### config.mk
export PLATFORM = sky130hd
export DESIGN_NAME = regfile_write_arbiter
export DESIGN_NICKNAME = d
export VERILOG_FILES = /design/src/rtl/regfile_pkg.sv /design/src/rtl/rr_arbiter.sv /design/src/rtl/regfile_write_arbiter.sv
export SDC_FILE = /design/constraint.sdc
export NUM_CORES = 1
export LEC_CHECK = 0
export CAP_MARGIN = 15
export CORE_ASPECT_RATIO = 0.75
export CORE_MARGIN = 2
export CORE_UTILIZATION = 24
export DETAILED_ROUTE_END_ITERATION = 8
export PLACE_DENSITY_LB_ADDON = 0.25
export SLEW_MARGIN = 20
export SYNTH_ARGS = -nofsm -noshare
export SYNTH_HDL_FRONTEND = slang
export SYNTH_HIERARCHICAL = 1
export SYNTH_SLANG_ARGS = --single-unit
### constraint.sdc
create_clock -name clk -period 5.4 [get_ports clk]
set_clock_uncertainty 0.2 [all_clocks]
set_input_delay 1.08 -clock clk [delete_from_list [all_inputs] [get_ports clk]]
set_output_delay 1.08 -clock clk [all_outputs]
set_load 0.005 [all_outputs]
### src/rtl/regfile_pkg.sv
// Shared register-file constants and the write-arbiter state encoding.
package regfile_pkg;
  localparam int REG_ADDR_W = 5;
  localparam int REG_DATA_W = 32;
  localparam int NUM_REGS   = 32;

  localparam logic [REG_ADDR_W-1:0] SCRUB_FIRST = 5'd1;
  localparam logic [REG_ADDR_W-1:0] SCRUB_LAST  = 5'd31;

  typedef enum logic {
    RUN   = 1'b0,
    SCRUB = 1'b1
  } wr_arb_state_t;
endpackage

### src/rtl/rr_arbiter.sv
// Combinational round-robin grant: first requester found searching upward
// from (last_grant + 1) mod NUM_REQ. The pointer register lives in the parent.
module rr_arbiter #(
  parameter int NUM_REQ = 3
) (
  input  logic [NUM_REQ-1:0]         i_req,
  input  logic [$clog2(NUM_REQ)-1:0] i_last_grant,
  output logic [NUM_REQ-1:0]         o_grant,
  output logic [$clog2(NUM_REQ)-1:0] o_grant_idx,
  output logic                       o_any
);
  localparam int PW = $clog2(NUM_REQ);

  logic [PW-1:0] w_idx;

  always_comb begin
    o_grant     = '0;
    o_grant_idx = '0;
    o_any       = 1'b0;
    w_idx       = '0;
    for (int unsigned k = 1; k <= NUM_REQ; k++) begin
      w_idx = PW'((32'(i_last_grant) + k) % NUM_REQ);
      if (!o_any && i_req[w_idx]) begin
        o_any       = 1'b1;
        o_grant_idx = w_idx;
      end
    end
    o_grant[o_grant_idx] = o_any;
  end
endmodule

### src/rtl/regfile_write_arbiter.sv
// Round-robin sharing of the register file write port among NUM_REQ
// writeback sources, with register-0 write filtering and a 1..31 zero scrub.
module regfile_write_arbiter
  import regfile_pkg::*;
#(
  parameter int NUM_REQ = 3
) (
  input  logic                           clk,
  input  logic                           reset,
  input  logic [NUM_REQ-1:0]             req_valid,
  output logic [NUM_REQ-1:0]             req_ready,
  input  logic [NUM_REQ*REG_ADDR_W-1:0]  req_addr,
  input  logic [NUM_REQ*REG_DATA_W-1:0]  req_data,
  input  logic                           scrub_start,
  input  logic                           err_clear,
  output logic                           write_switch,
  output logic [REG_ADDR_W-1:0]          write_register,
  output logic [REG_DATA_W-1:0]          write_data,
  output logic                           busy,
  output logic                           scrub_done,
  output logic                           zero_write_err
);
  localparam int PW = $clog2(NUM_REQ);

  wr_arb_state_t           r_state;
  wr_arb_state_t           w_next_state;
  logic [REG_ADDR_W-1:0]   r_counter;
  logic [PW-1:0]           r_last_grant;
  logic                    r_write_switch;
  logic [REG_ADDR_W-1:0]   r_write_register;
  logic [REG_DATA_W-1:0]   r_write_data;
  logic                    r_busy;
  logic                    r_scrub_done;
  logic                    r_zero_err;

  logic [NUM_REQ-1:0]      w_grant;
  logic [PW-1:0]           w_grant_idx;
  logic                    w_any;
  logic                    w_arb_en;
  logic                    w_xfer;
  logic [REG_ADDR_W-1:0]   w_sel_addr;
  logic [REG_DATA_W-1:0]   w_sel_data;
  logic                    w_wr_en;
  logic [REG_ADDR_W-1:0]   w_wr_addr;
  logic [REG_DATA_W-1:0]   w_wr_data;
  logic                    w_set_err;

  rr_arbiter #(
    .NUM_REQ(NUM_REQ)
  ) u_rr_arbiter (
    .i_req        (req_valid),
    .i_last_grant (r_last_grant),
    .o_grant      (w_grant),
    .o_grant_idx  (w_grant_idx),
    .o_any        (w_any)
  );

  // A scrub request takes the port in the same cycle, so no grant is offered.
  assign w_arb_en   = (r_state == RUN) && !scrub_start && !reset;
  assign req_ready  = w_arb_en ? w_grant : '0;
  assign w_xfer     = w_arb_en && w_any;
  assign w_sel_addr = req_addr[w_grant_idx*REG_ADDR_W +: REG_ADDR_W];
  assign w_sel_data = req_data[w_grant_idx*REG_DATA_W +: REG_DATA_W];

  always_ff @(posedge clk or posedge reset) begin
    if (reset) begin
      r_state <= RUN;
    end else begin
      r_state <= w_next_state;
    end
  end

  always_comb begin
    w_next_state = r_state;
    case (r_state)
      RUN:   if (scrub_start) w_next_state = SCRUB;
      SCRUB: if (r_counter == SCRUB_LAST) w_next_state = RUN;
      default: w_next_state = RUN;
    endcase
  end

  always_comb begin
    w_wr_en   = 1'b0;
    w_wr_addr = r_write_register;
    w_wr_data = r_write_data;
    w_set_err = 1'b0;
    case (r_state)
      RUN: begin
        if (w_xfer) begin
          if (w_sel_addr != '0) begin
            w_wr_en   = 1'b1;
            w_wr_addr = w_sel_addr;
            w_wr_data = w_sel_data;
          end else begin
            w_set_err = 1'b1;
          end
        end
      end
      SCRUB: begin
        w_wr_en   = 1'b1;
        w_wr_addr = r_counter;
        w_wr_data = '0;
      end
      default: ;
    endcase
  end

  always_ff @(posedge clk or posedge reset) begin
    if (reset) begin
      r_counter        <= '0;
      r_last_grant     <= PW'(NUM_REQ - 1);
      r_write_switch   <= 1'b0;
      r_write_register <= '0;
      r_write_data     <= '0;
      r_busy           <= 1'b0;
      r_scrub_done     <= 1'b0;
      r_zero_err       <= 1'b0;
    end else begin
      r_write_switch   <= w_wr_en;
      r_write_register <= w_wr_addr;
      r_write_data     <= w_wr_data;
      // busy tracks the registered scrub writes; done fires as the last one retires
      r_busy           <= (r_state == SCRUB);
      r_scrub_done     <= r_busy && (r_state != SCRUB);
      if (w_xfer) r_last_grant <= w_grant_idx;
      if (w_set_err) begin
        r_zero_err <= 1'b1;
      end else if (err_clear) begin
        r_zero_err <= 1'b0;
      end
      if ((r_state == RUN) && scrub_start) begin
        r_counter <= SCRUB_FIRST;
      end else if (r_state == SCRUB) begin
        r_counter <= (r_counter == SCRUB_LAST) ? '0 : r_counter + 1'b1;
      end
    end
  end

  assign write_switch   = r_write_switch;
  assign write_register = r_write_register;
  assign write_data     = r_write_data;
  assign busy           = r_busy;
  assign scrub_done     = r_scrub_done;
  assign zero_write_err = r_zero_err;
endmodule

## Word-level counts from Yosys, hierarchy flattened

Index checks and enable logic that the tools add are counted.

- Register bits: 49
- Bits of input ports: 118
- Output and inout port bits: 44
- Logic and storage cells: 80

- Add/subtract/negate cells: 4
- Multipliers: 1
- Div/mod/pow operators: 3
- $lt $le $gt $ge: 5
- Equality and inequality tests: 3
- Shift operators: 2
- Multiplexer cells: 35
- Bitwise gates (word level): 2
- Reductions and logical operators: 16

Operator list:

| cell | count |
|---|---|
| $mod A32 B2 Y32 const B | 3 |
| $shiftx A96 B8 Y32 | 1 |
| $mux W32 | 2 |
| $pmux W32 S2 | 1 |
| $mux W5 | 5 |
| $mux W1 | 16 |
| $shiftx A15 B6 Y5 | 1 |
| $lt A2 B3 Y1 const B | 4 |
| $pmux W5 S2 | 1 |
| $logic_and A1 B1 Y1 | 8 |
| $add A2 B2 Y3 const B | 2 |
| $bmux W1 S2 | 3 |
| $mux W2 | 3 |
| $add A5 B1 Y5 const B | 1 |
| $eq A5 B5 Y1 const B | 1 |
| $mul A2 B3 Y5 const B | 1 |
| $reduce_bool A5 Y1 | 1 |
| $logic_not A1 Y1 | 4 |
| $pmux W1 S2 | 2 |
| $reduce_bool A2 Y1 | 2 |
| $add A2 B1 Y3 const B | 1 |
| $and A3 B3 Y3 | 1 |
| $mux W3 | 1 |
| $demux W1 S2 | 1 |
| 5 further kinds | 5 |

## Logic depth before layout (Yosys ltp)

Gate-level depths: netlist (run 1).

- Word-level depth: 18
- Mapped depth: 15

## Hierarchy

Netlist (run 1), hierarchy kept.

By module, submodules not included:

| module | times used | cells each | area an instance (sq um) | seq. area each (sq um) |
|---|---|---|---|---|
| regfile_write_arbiter | 1 | 314 | 3017.9 | 1227.4 |
| rr_arbiter | 1 | 39 | 257.7 | 0.0 |

## Worst setup path after synthesis (run 1)

Ideal clock, no wire load.

- Path kind: input to register
- Start point: in req_valid[2]
- End point: reg r_write_data[0], in the netlist write_data[0]
- Data arrival time: 3204 ps
- Path slack: 1916 ps
- Stages on the path: 11
- Path buffers: 4
- Cell sequence: buf_2 -> o32a_1 -> a21boi_1 -> buf_6 -> mux2i_1 -> a2bb2oi_1 -> and2_1 -> a21o_1 -> buf_6 -> buf_12 -> mux2i_1

- Longest elaborated chain between the ends: 14
- Elaborated cells on any way between the ends: 27
- Classes of those cells: mul (1); eq/ne (2); shift (2); mux (15); reduce/logical (7)

RTL lines:

| element | RTL line | source |
|---|---|---|
| start: declaration | regfile_write_arbiter.sv:10 | `input logic [NUM_REQ-1:0] req_valid,` |
| $bmux W1 S2 | rr_arbiter.sv:23 | `if (!o_any && i_req[w_idx]) begin` |
| $mux W1 (implied by the code) | rr_arbiter.sv:23 |  |
| $mux W1 | rr_arbiter.sv:23 |  |
| $logic_not A1 Y1 | rr_arbiter.sv:23 |  |
| $logic_and A1 B1 Y1 | rr_arbiter.sv:23 |  |
| $mux W1 | rr_arbiter.sv:23 |  |
| $logic_not A1 Y1 | rr_arbiter.sv:23 |  |
| $logic_and A1 B1 Y1 | rr_arbiter.sv:23 |  |
| $mux W2 * | rr_arbiter.sv:23 |  |
| named net w_grant_idx[0] | regfile_write_arbiter.sv:37 | `logic [PW-1:0] w_grant_idx;` |
| $mul A2 B3 Y5 | regfile_write_arbiter.sv:62 | `assign w_sel_addr = req_addr[w_grant_idx*REG_ADDR_W +: REG_ADDR_W];` |
| $shiftx A15 B6 Y5 | regfile_write_arbiter.sv:62 |  |
| $reduce_bool A5 Y1 | regfile_write_arbiter.sv:90 | `if (w_sel_addr != '0) begin` |
| $ne A2 B1 Y1 (no line) | -- |  |
| $reduce_and A2 Y1 (no line) | -- |  |
| end signal: assignment | regfile_write_arbiter.sv:121 | `r_write_data <= w_wr_data;` |
| end: declaration | regfile_write_arbiter.sv:31 | `logic [REG_DATA_W-1:0] r_write_data;` |

Mark *: on every way through the listed nets, which the timed path passes. The rest lies on a longest branch. The select of a mux whose other input is x is not followed.
A chain may end at the register's enable or synchronous reset.

## Final worst setup path (run 1)

- Start point: in req_valid[1]
- End point: reg r_write_data[31], in the netlist write_data[31]

Same word-level chain as after synthesis.

==> results of run 1 <==
-- state kept, by name, indices dropped and copies added (netlist names) --
name and flops:
r_state 1, write_data 32, write_switch 1, write_register 5, r_counter 5, scrub_done 1, zero_write_err 1, r_last_grant 2
busy 1
-- power by group through the flow --
stage,Clock [W],Sequential (W),Combinational [W]
6_report,0.000367,0.000481,0.00106
3_5_place_dp,0,0.000488,0.00106
2_1_floorplan,0,0.000473,0.000743
3_3_place_gp,0,0.000485,0.00103
4_1_cts,0.000382,0.000482,0.00107
5_1_grt,0.000396,0.000489,0.00118
-- tightest hold or removal path, stage by stage (launching register included) --
cell,delay [ns]
dfstp_2,0.38
nand2_1,0.05
nand2_1,0.05
-- cells in the mapped netlist (all sizes together) --
library cell / number / area [um2]
mux2i: 70 / 701
dfrtp: 48 / 1200
nor2: 39 / 146
a21oi: 38 / 194
nand2b: 35 / 219
nand2: 23 / 88.8
buf: 15 / 149
clkbuf: 12 / 45.0
o21ai: 12 / 60.1
inv: 9 / 33.8
ha: 5 / 62.6
and2: 4 / 25.0
nor2b: 4 / 25.0
a2bb2oi: 3 / 26.3
a31oi: 3 / 18.8
a32oi: 3 / 26.3
nor3: 3 / 15.0
o22ai: 3 / 18.8
o2bb2ai: 3 / 26.3
a21boi: 2 / 15.0
and3: 2 / 12.5
nand4: 2 / 12.5
o211a: 2 / 20.0
a211oi: 1 / 7.51
a21o: 1 / 7.51
a22o: 1 / 8.76
and2b: 1 / 7.51
dfstp: 1 / 26.3
nand3: 1 / 5.00
nand3b: 1 / 7.51
nand4b: 1 / 8.76
nor4b: 1 / 15.0
o221ai: 1 / 8.76
o31ai: 1 / 7.51
o32a: 1 / 10.0
or4b: 1 / 13.8
-- stage by stage --
step | util [%] | hold WS (ns) | cell area (um2) | std cells
after global placement | 37.7 | 0.263 | 4960 | 663
after global routing | 39.1 | 0.300 | 5140 | 671
final | 39.1 | 0.272 | 5140 | 671
after CTS | 39.1 | 0.280 | 5140 | 671
after detailed placement | 37.7 | 0.269 | 4960 | 663
after floorplan | - | 0.174 | 3280 | 353
-- logic make-up (layout without fill, tap and decap cells) --
logic type | after synthesis | count (layout)
buf+inv | 36 | 183
fa+ha+maj | 5 | 5
compound gates | 75 | 75
mux | 70 | 70
flops | 49 | 49
simple gates | 118 | 118
-- layout make-up --
class / instances / area share, %
repair buffers: 166 / 32.1
inverters: 9 / 0.681
clock buffers: 6 / 2.70
well taps: 171 / 4.16
multi-input cells: 268 / 35.8
flip-flops and latches: 49 / 23.9
clock inverters: 2 / 0.730
-- how the worst max path moves through the flow --
stage                     cells after the start    startpoint  slack, ns                         end
after floorplan                              11  req_valid[2]       1.92   write_data[0]$_DFFE_PP0P_
after global placement                       12  req_valid[1]       0.76  write_data[26]$_DFFE_PP0P_
after detailed placement                     12  req_valid[1]       0.54   write_data[5]$_DFFE_PP0P_
after CTS                                    12  req_valid[1]       0.85  write_data[18]$_DFFE_PP0P_
after global routing                         12  req_valid[1]       0.51  write_data[21]$_DFFE_PP0P_
final                                        12  req_valid[1]       0.86  write_data[31]$_DFFE_PP0P_
-- per-layer routing --
metal	global-route usage, %	up-vias
met1	18.5	1410
met5	0	-
met2	20.7	126
met3	5.22	5
li1	-	1524
met4	2.16	0
==> impl_metrics.ini, run 1 <==
[setup_path]
crit_path_start_kind = input port
path_class = input port to register
max_stage_delay_ns = 0.52
crit_family = buffers and inverters
crit_slowest_cell = clkdlybuf4s50_1
worstReg2RegEnd = write_data[31]$_DFFE_PP0P_
arrival_ns = 4.55
required_ns = 5.41
path_cells = clkdlybuf4s50_1 -> nor2b_1 -> o21ai_1 -> nand4_1 -> a21boi_4 -> buf_4 -> mux2i_1 -> o2bb2ai_1 -> nor3_1 -> a21o_2 -> buf_4 -> mux2i_1
r2r-start = r_last_grant[1]$_DFFE_PP1P_
path_max_fanout = 33
r2r_cells = 11
r2r_setup_slack_ns = 1.41
worstSetupEndpointType = register
crit_buf_inv = 3

[final_layout]
drive_gt1_share_pct = 4.40
antenna_cells = 0
finalNetCount = 622
final_common_cell = clkdlybuf4s50_1
seq_area_um2 = 1230
fillCellCount = 1297
multi_input_area_um2 = 1840
final_cell_mix = 161 x clkdlybuf4s50_1, 70 x mux2i_1, 48 x dfrtp_1
syn2layout_area_growth_pct = 57.0

[floorplan]
die_w_um = 139
core_um2 = 13200
fp-row-count = 36
ioPinCount = 162
die-height_um = 105
start_util_pct = 24.9
dieArea_um2 = 14600

[power_and_ir_drop]
power_w = 0.00190
pwr-share-clk_pct = 19.3
seqPwrFrac_pct = 25.3
peakVddDrop_uv = 214
p_switching_w = 0.000751
power_frac_comb_pct = 55.5
p_int_w = 0.00115
cellPowerDensity_nw_per_um2 = 370
switching_share_pct = 39.5
p_leak_nw = 2.31

[global_route]
antenna_found_initial = 0
grt_pass1_wl_um = 15900
first_global_vias = 3062
grt_max_degree = 57
grt.overflow.total = 0
grt_usage_pct = 13.6

[route]
routed-wl-met2_um = 4300
drt_iter0_markers = 130
vias = 3065
dr.max_layer_used = met4
antenna_left = 0
dr.pass1.iters = 4
avgRoutedWirePerCell_um = 14.7
drt-total-wl_um = 9850
avgViaCountPerCell = 4.57
drc = 0
met1Wirelength_um = 4600
met3_length_um = 907

[yosys]
synth_compound_area_share_pct = 13.9
synthSimpleGateAreaFrac_pct = 18.4
synth_fa_ha_area_share_pct = 1.91
synth_cell_types = 43
muxShareOfSynthArea_pct = 21.4
yosys_warnings = 6
synth_top_family_by_area = multiplexers
synth_seq_cells = 49
synth_xor_area_share_pct = 0
seq_area_frac_synth_pct = 37.5
synth_area_um2 = 3280
syn-num-nets = 476
syn_avg_cell_area_um2 = 9.28
syn_inst = 353

[worst_hold_path]
holdPathEnd = r_last_grant[1]$_DFFE_PP1P_
hold_path_class = register to register
holdCritStartpoint = r_last_grant[1]$_DFFE_PP1P_
hold_depth = 2

[sta]
hold_viol = 0
finalSetupViolCount = 0
setup_ws_ns = 0.862
worst_slew_pin_slew_ns = 0.870
period_needed_ns = 4.54
grt_setup_unrepaired = false
fin_crit_sh_pct = 84.0
drv_slew = 0
relSlewSlack_pct = 42.0
fmax_mhz = 220
fin_setup_tns_ns = 0

[placement]
hpwlAfterDp_um = 7520
gp_congestion = 0.799
port_buffers = 161
post-place-ws_ns = 0.538

[clock_tree]
postCtsSetupBuffers = 0
cts_tree = done
clock_latency_ns = 0.29
ctsResizeCount = 0
cts_root_buf = clkbuf_16
path_clk_slew_ns = 0.07
numClockSinks = 49
clockBufferDepth = 2
ctsHoldBuffers = 0
htree_num_levels = 2
cts-buffers-inserted = 5

[status]
status = finished clean

[run]
cap_viol_max_count = 0
(Power assumes the default switching activity.)
==> inputs of run 2 (changes only) <==
==> constraint.sdc (replaced) <==
create_clock -name clk -period 4.13 [get_ports clk]
set_clock_uncertainty 0.2 [all_clocks]
set_input_delay 0.826 -clock clk [delete_from_list [all_inputs] [get_ports clk]]
set_output_delay 0.826 -clock clk [all_outputs]
set_load 0.005 [all_outputs]
==> impl_metrics.ini, run 2 (same netlist as run 1, synthesis figures left out) <==
[route]
drt_iter0_markers = 121
vias = 3064
drt-total-wl_um = 9800
avgViaCountPerCell = 4.56
dr.pass1.iters = 4
drc = 0
avgRoutedWirePerCell_um = 14.6
antenna_left = 0

[global_route]
grt_use_met2_pct = 19.8
grt.overflow.total = 0
grt_busiest_layer = met2
grt_use_met1_pct = 18.5
antenna_found_initial = 0
grt_usage_pct = 13.4
grtUsageMet3_pct = 5.64
grt_pass1_wl_um = 15800
first_global_vias = 2999
grt_max_degree = 57

[setup_path]
arrival_ns = 3.84
required_ns = 4.10
worstSetupEndpointType = register
crit_path_start_kind = input port
path_cells = clkdlybuf4s50_1 -> nor2b_1 -> o21ai_1 -> nand4_1 -> a21boi_4 -> nor2b_4 -> a2bb2oi_1 -> and2_1 -> a21o_2 -> buf_12 -> mux2i_1
max_stage_delay_ns = 0.71
path_max_fanout = 38
r2r_cells = 12
path_class = input port to register
crit_slowest_cell = nor2b_4

[clock_tree]
postCtsSetupBuffers = 0
ctsResizeCount = 0
cts_root_buf = clkbuf_16
clockBufferDepth = 2
cts-buffers-inserted = 5
clock_latency_ns = 0.29
ctsHoldBuffers = 0
path_clk_slew_ns = 0.07
cts_tree = done
numClockSinks = 49
htree_num_levels = 2

[power_and_ir_drop]
seqPwrFrac_pct = 25.9
cellPowerDensity_nw_per_um2 = 469
switching_share_pct = 40.4
p_int_w = 0.00144
p_leak_nw = 2.31
p_switching_w = 0.000975
pwr-share-clk_pct = 16.7
peakVddDrop_uv = 258
power_frac_comb_pct = 57.4

[sta]
fin_setup_tns_ns = 0
relSlewSlack_pct = 40.4
whs_ns = 0.273
hold_viol = 0
drv_slew = 0
setup_ws_ns = 0.256
grt_setup_unrepaired = false
period_needed_ns = 3.87
fmax_mhz = 258
worst_slew_pin_slew_ns = 0.894
finalSetupViolCount = 0
fin_crit_sh_pct = 93.8

[final_layout]
fin_cells = 672
drive_gt1_share_pct = 4.59
finish.utilization_pct = 39.0
final_common_cell = clkdlybuf4s50_1
antenna_cells = 0
finalNetCount = 624
syn2layout_area_growth_pct = 56.8
largest_reg_flops = 32
final_cell_mix = 161 x clkdlybuf4s50_1, 70 x mux2i_1, 48 x dfrtp_1
fillCellCount = 1289

[floorplan]
die_w_um = 139
fp-row-count = 36
ioPinCount = 162
dieArea_um2 = 14600
die-height_um = 105
core_um2 = 13200
start_util_pct = 24.9

[placement]
gp_congestion = 0.781
hpwlAfterDp_um = 7380
dp_cells = 665
post-place-ws_ns = -0.0465
port_buffers = 161

[run]
cap_viol_max_count = 0

[status]
status = finished clean

[worst_hold_path]
hold_path_class = register to register
hold_depth = 2
## run 2: changes by cell type in the layout (fill, tap and decap cells not counted)
cell and change:
buf_12 +1, buf_4 +1, bufinv_16 -1, clkbuf_8 -1, clkinv_4 +1
## run 2: power by group through the flow
stage	registers (W)	logic, W	clock network, W
6_report	0.000623	0.00138	0.000403
5_1_grt	0.000635	0.00154	0.000438
4_1_cts	0.000625	0.00139	0.000420
3_5_place_dp	0.000633	0.00139	0
3_3_place_gp	0.000632	0.00137	0
2_1_floorplan	0.000619	0.000972	0
## run 2: final cells by class
class / instances / area [um2] / area share (%)
Clock buffer: 5 / 125 / 2.44
Clock inverter: 2 / 16.3 / 0.317
Inverter: 9 / 35.0 / 0.682
Multi-Input combinational cell: 268 / 1840 / 35.8
Sequential cell: 49 / 1230 / 23.9
Tap cell: 171 / 214 / 4.17
Timing Repair Buffer: 168 / 1680 / 32.7
## run 2: worst paths after layout
path                                                   from                           to  slack (ns)
worst max-delay path                           req_valid[1]    write_data[4]$_DFFE_PP0P_        0.26
worst min-delay path            r_last_grant[1]$_DFFE_PP1P_  r_last_grant[1]$_DFFE_PP1P_        0.27
worst max register to register  r_last_grant[1]$_DFFE_PP1P_    write_data[4]$_DFFE_PP0P_        0.51
worst min register to register  r_last_grant[1]$_DFFE_PP1P_  r_last_grant[1]$_DFFE_PP1P_        0.27
max in group asynchronous                             reset       write_switch$_DFF_PP0_        2.26
min in group asynchronous                             reset     r_counter[4]$_DFFE_PP0P_        0.93
## run 2: critical path: cells and delay by family
kind,cells,cell delay [ns]
simple gates,4,1.38
buf+inv,2,0.79
compound gates,4,0.72
mux,1,0.14
## run 2: routing by layer
layer | part of all wire, % | wire (um) | vias to the layer above
met2 | 43 | 4210 | 145
met1 | 46 | 4530 | 1393
li1 | - | - | 1519
met4 | 0.49 | 48 | 0
met5 | 0 | 0 | -
met3 | 10 | 1010 | 7
## run 2: stage by stage
stage / power (W) / area, um2
2_1_floorplan: 0.00159 / 3280
3_3_place_gp: 0.00200 / 4990
3_5_place_dp: 0.00202 / 4990
4_1_cts: 0.00244 / 5130
5_1_grt: 0.00261 / 5130
6_report: 0.00241 / 5130
==> inputs of run 3 (changes only) <==
==> constraint.sdc (replaced) <==
create_clock -name clk -period 3.8 [get_ports clk]
set_clock_uncertainty 0.2 [all_clocks]
set_input_delay 0.76 -clock clk [delete_from_list [all_inputs] [get_ports clk]]
set_output_delay 0.76 -clock clk [all_outputs]
set_load 0.005 [all_outputs]
==> impl_metrics.ini, run 3 (same netlist as run 1, synthesis figures left out) <==
[final_layout]
syn2layout_area_growth_pct = 59.6
antenna_cells = 0
largest_reg_flops = 32
final_cell_mix = 161 x clkdlybuf4s50_1, 69 x mux2i_1, 48 x dfrtp_1
final_common_cell = clkdlybuf4s50_1
fin_cells = 684
drive_gt1_share_pct = 7.02
fillCellCount = 1313
multi_input_area_um2 = 1860
seq_area_um2 = 1230
finalNetCount = 635

[route]
avgViaCountPerCell = 4.58
drt-total-wl_um = 10500
dr.pass1.iters = 4
vias = 3134
antenna_left = 0
drc = 0
avgRoutedWirePerCell_um = 15.3
drt_iter0_markers = 90

[run]
cap_viol_max_count = 0

[global_route]
grt_pass1_wl_um = 16100
grt_usage_pct = 13.8
grt.overflow.total = 0
antenna_found_initial = 0
grt_max_degree = 57
first_global_vias = 3111

[power_and_ir_drop]
p_leak_nw = 2.36
peakVddDrop_uv = 270
cellPowerDensity_nw_per_um2 = 525

[floorplan]
start_util_pct = 24.9
fp-row-count = 36
dieArea_um2 = 14600
die_w_um = 139
core_um2 = 13200
ioPinCount = 162
die-height_um = 105

[setup_path]
required_ns = 3.80
worstReg2RegEnd = write_data[12]$_DFFE_PP0P_
r2r_setup_slack_ns = 0.26
crit_path_start_kind = input port
r2r-start = r_last_grant[0]$_DFFE_PP0P_
r2r_cells = 13
path_max_fanout = 25
arrival_ns = 3.61
worstSetupEndpointType = register
path_class = input port to register

[sta]
drv_slew = 0
grt_setup_unrepaired = false
setup_ws_ns = 0.190
hold_viol = 0
fin_setup_tns_ns = 0
fmax_mhz = 277
finalSetupViolCount = 0
worst_slew_pin_slew_ns = 0.935
relSlewSlack_pct = 37.4
fin_crit_sh_pct = 95.0
period_needed_ns = 3.61

[clock_tree]
clockBufferDepth = 2
cts_tree = done
cts_root_buf = clkbuf_16
path_clk_slew_ns = 0.07
clock_latency_ns = 0.29
cts-buffers-inserted = 5
htree_num_levels = 2
ctsHoldBuffers = 0
numClockSinks = 49

[worst_hold_path]
hold_path_class = register to register
holdCritStartpoint = r_last_grant[1]$_DFFE_PP1P_
hold_depth = 2
holdPathEnd = r_last_grant[1]$_DFFE_PP1P_

[placement]
hpwlAfterDp_um = 7590
dp_cells = 674
post-place-ws_ns = -0.217
gp_congestion = 0.807
port_buffers = 161

[status]
status = finished clean
## run 3: changes by cell type in the layout (fill, tap and decap cells not counted)
cell        change
buf_4          +10
inv_2           +1
mux2i_1         -1
clkbuf_1        +1
nor2b_2         +1
clkinv_2        -1
mux2i_2         +1
clkinvlp_4      +1
clkinv_4        -1
o21ai_2         +1
o21ai_1         -1
## run 3: worst max path at each step
stage / end / from
finish: write_data[12]$_DFFE_PP0P_ / req_valid[2]
global route: write_data[10]$_DFFE_PP0P_ / req_valid[2]
CTS: write_data[12]$_DFFE_PP0P_ / req_valid[0]
detailed placement: write_data[12]$_DFFE_PP0P_ / req_valid[0]
global placement: write_data[11]$_DFFE_PP0P_ / req_valid[0]
floorplan: write_data[0]$_DFFE_PP0P_ / req_valid[2]
## run 3: routing by layer
layer,wire (um),part of all wire [%],GRT usage [%]
met1,4890,47,18.5
met2,4550,43,21.1
met3,942,9.0,5.36
met4,82,0.78,2.89
met5,0,0,0
## run 3: repair_timing
item                       CTS  global route
buffers inserted             0             1
resized for setup            0             2
setup endpoints to repair    0            34
## run 3: power by group
part | switching (W) | total, W | internal (W)
Combinational | 0.000842 | 0.00162 | 0.000777
Clock | 0.000200 | 0.000444 | 0.000245
Sequential | 0.0000739 | 0.000681 | 0.000607
## run 3: final cells by class
| cell class | instances | share of cell area [%] |
|---|---|---|
| clock buffers | 6 | 2.47 |
| clock inverters | 2 | 0.287 |
| well taps | 171 | 4.09 |
| repair buffers | 178 | 33.5 |
| multi-input cells | 269 | 35.5 |
| inverters | 9 | 0.646 |
| flip-flops and latches | 49 | 23.5 |
## run 3: metrics by stage
stage          instance area [um2]  hold slack (ns)  utilization (%)  power, W
2_1_floorplan                 3280            0.174                -   0.00173
3_3_place_gp                  5060            0.265             38.5   0.00223
3_5_place_dp                  5060            0.274             38.5   0.00228
4_1_cts                       5200            0.285             39.6   0.00274
5_1_grt                       5230            0.320             39.7   0.00297
6_report                      5230            0.288             39.7   0.00274
## run 3: worst max-delay path, stage by stage
cell             delay, ns
clkdlybuf4s50_1       0.56
o21ai_2               0.23
nand4_1               0.19
a21boi_4              0.26
buf_4                 0.21
mux2i_2               0.29
a2bb2oi_1             0.26
and2_1                0.20
a21o_2                0.19
buf_12                0.22
mux2i_1               0.22
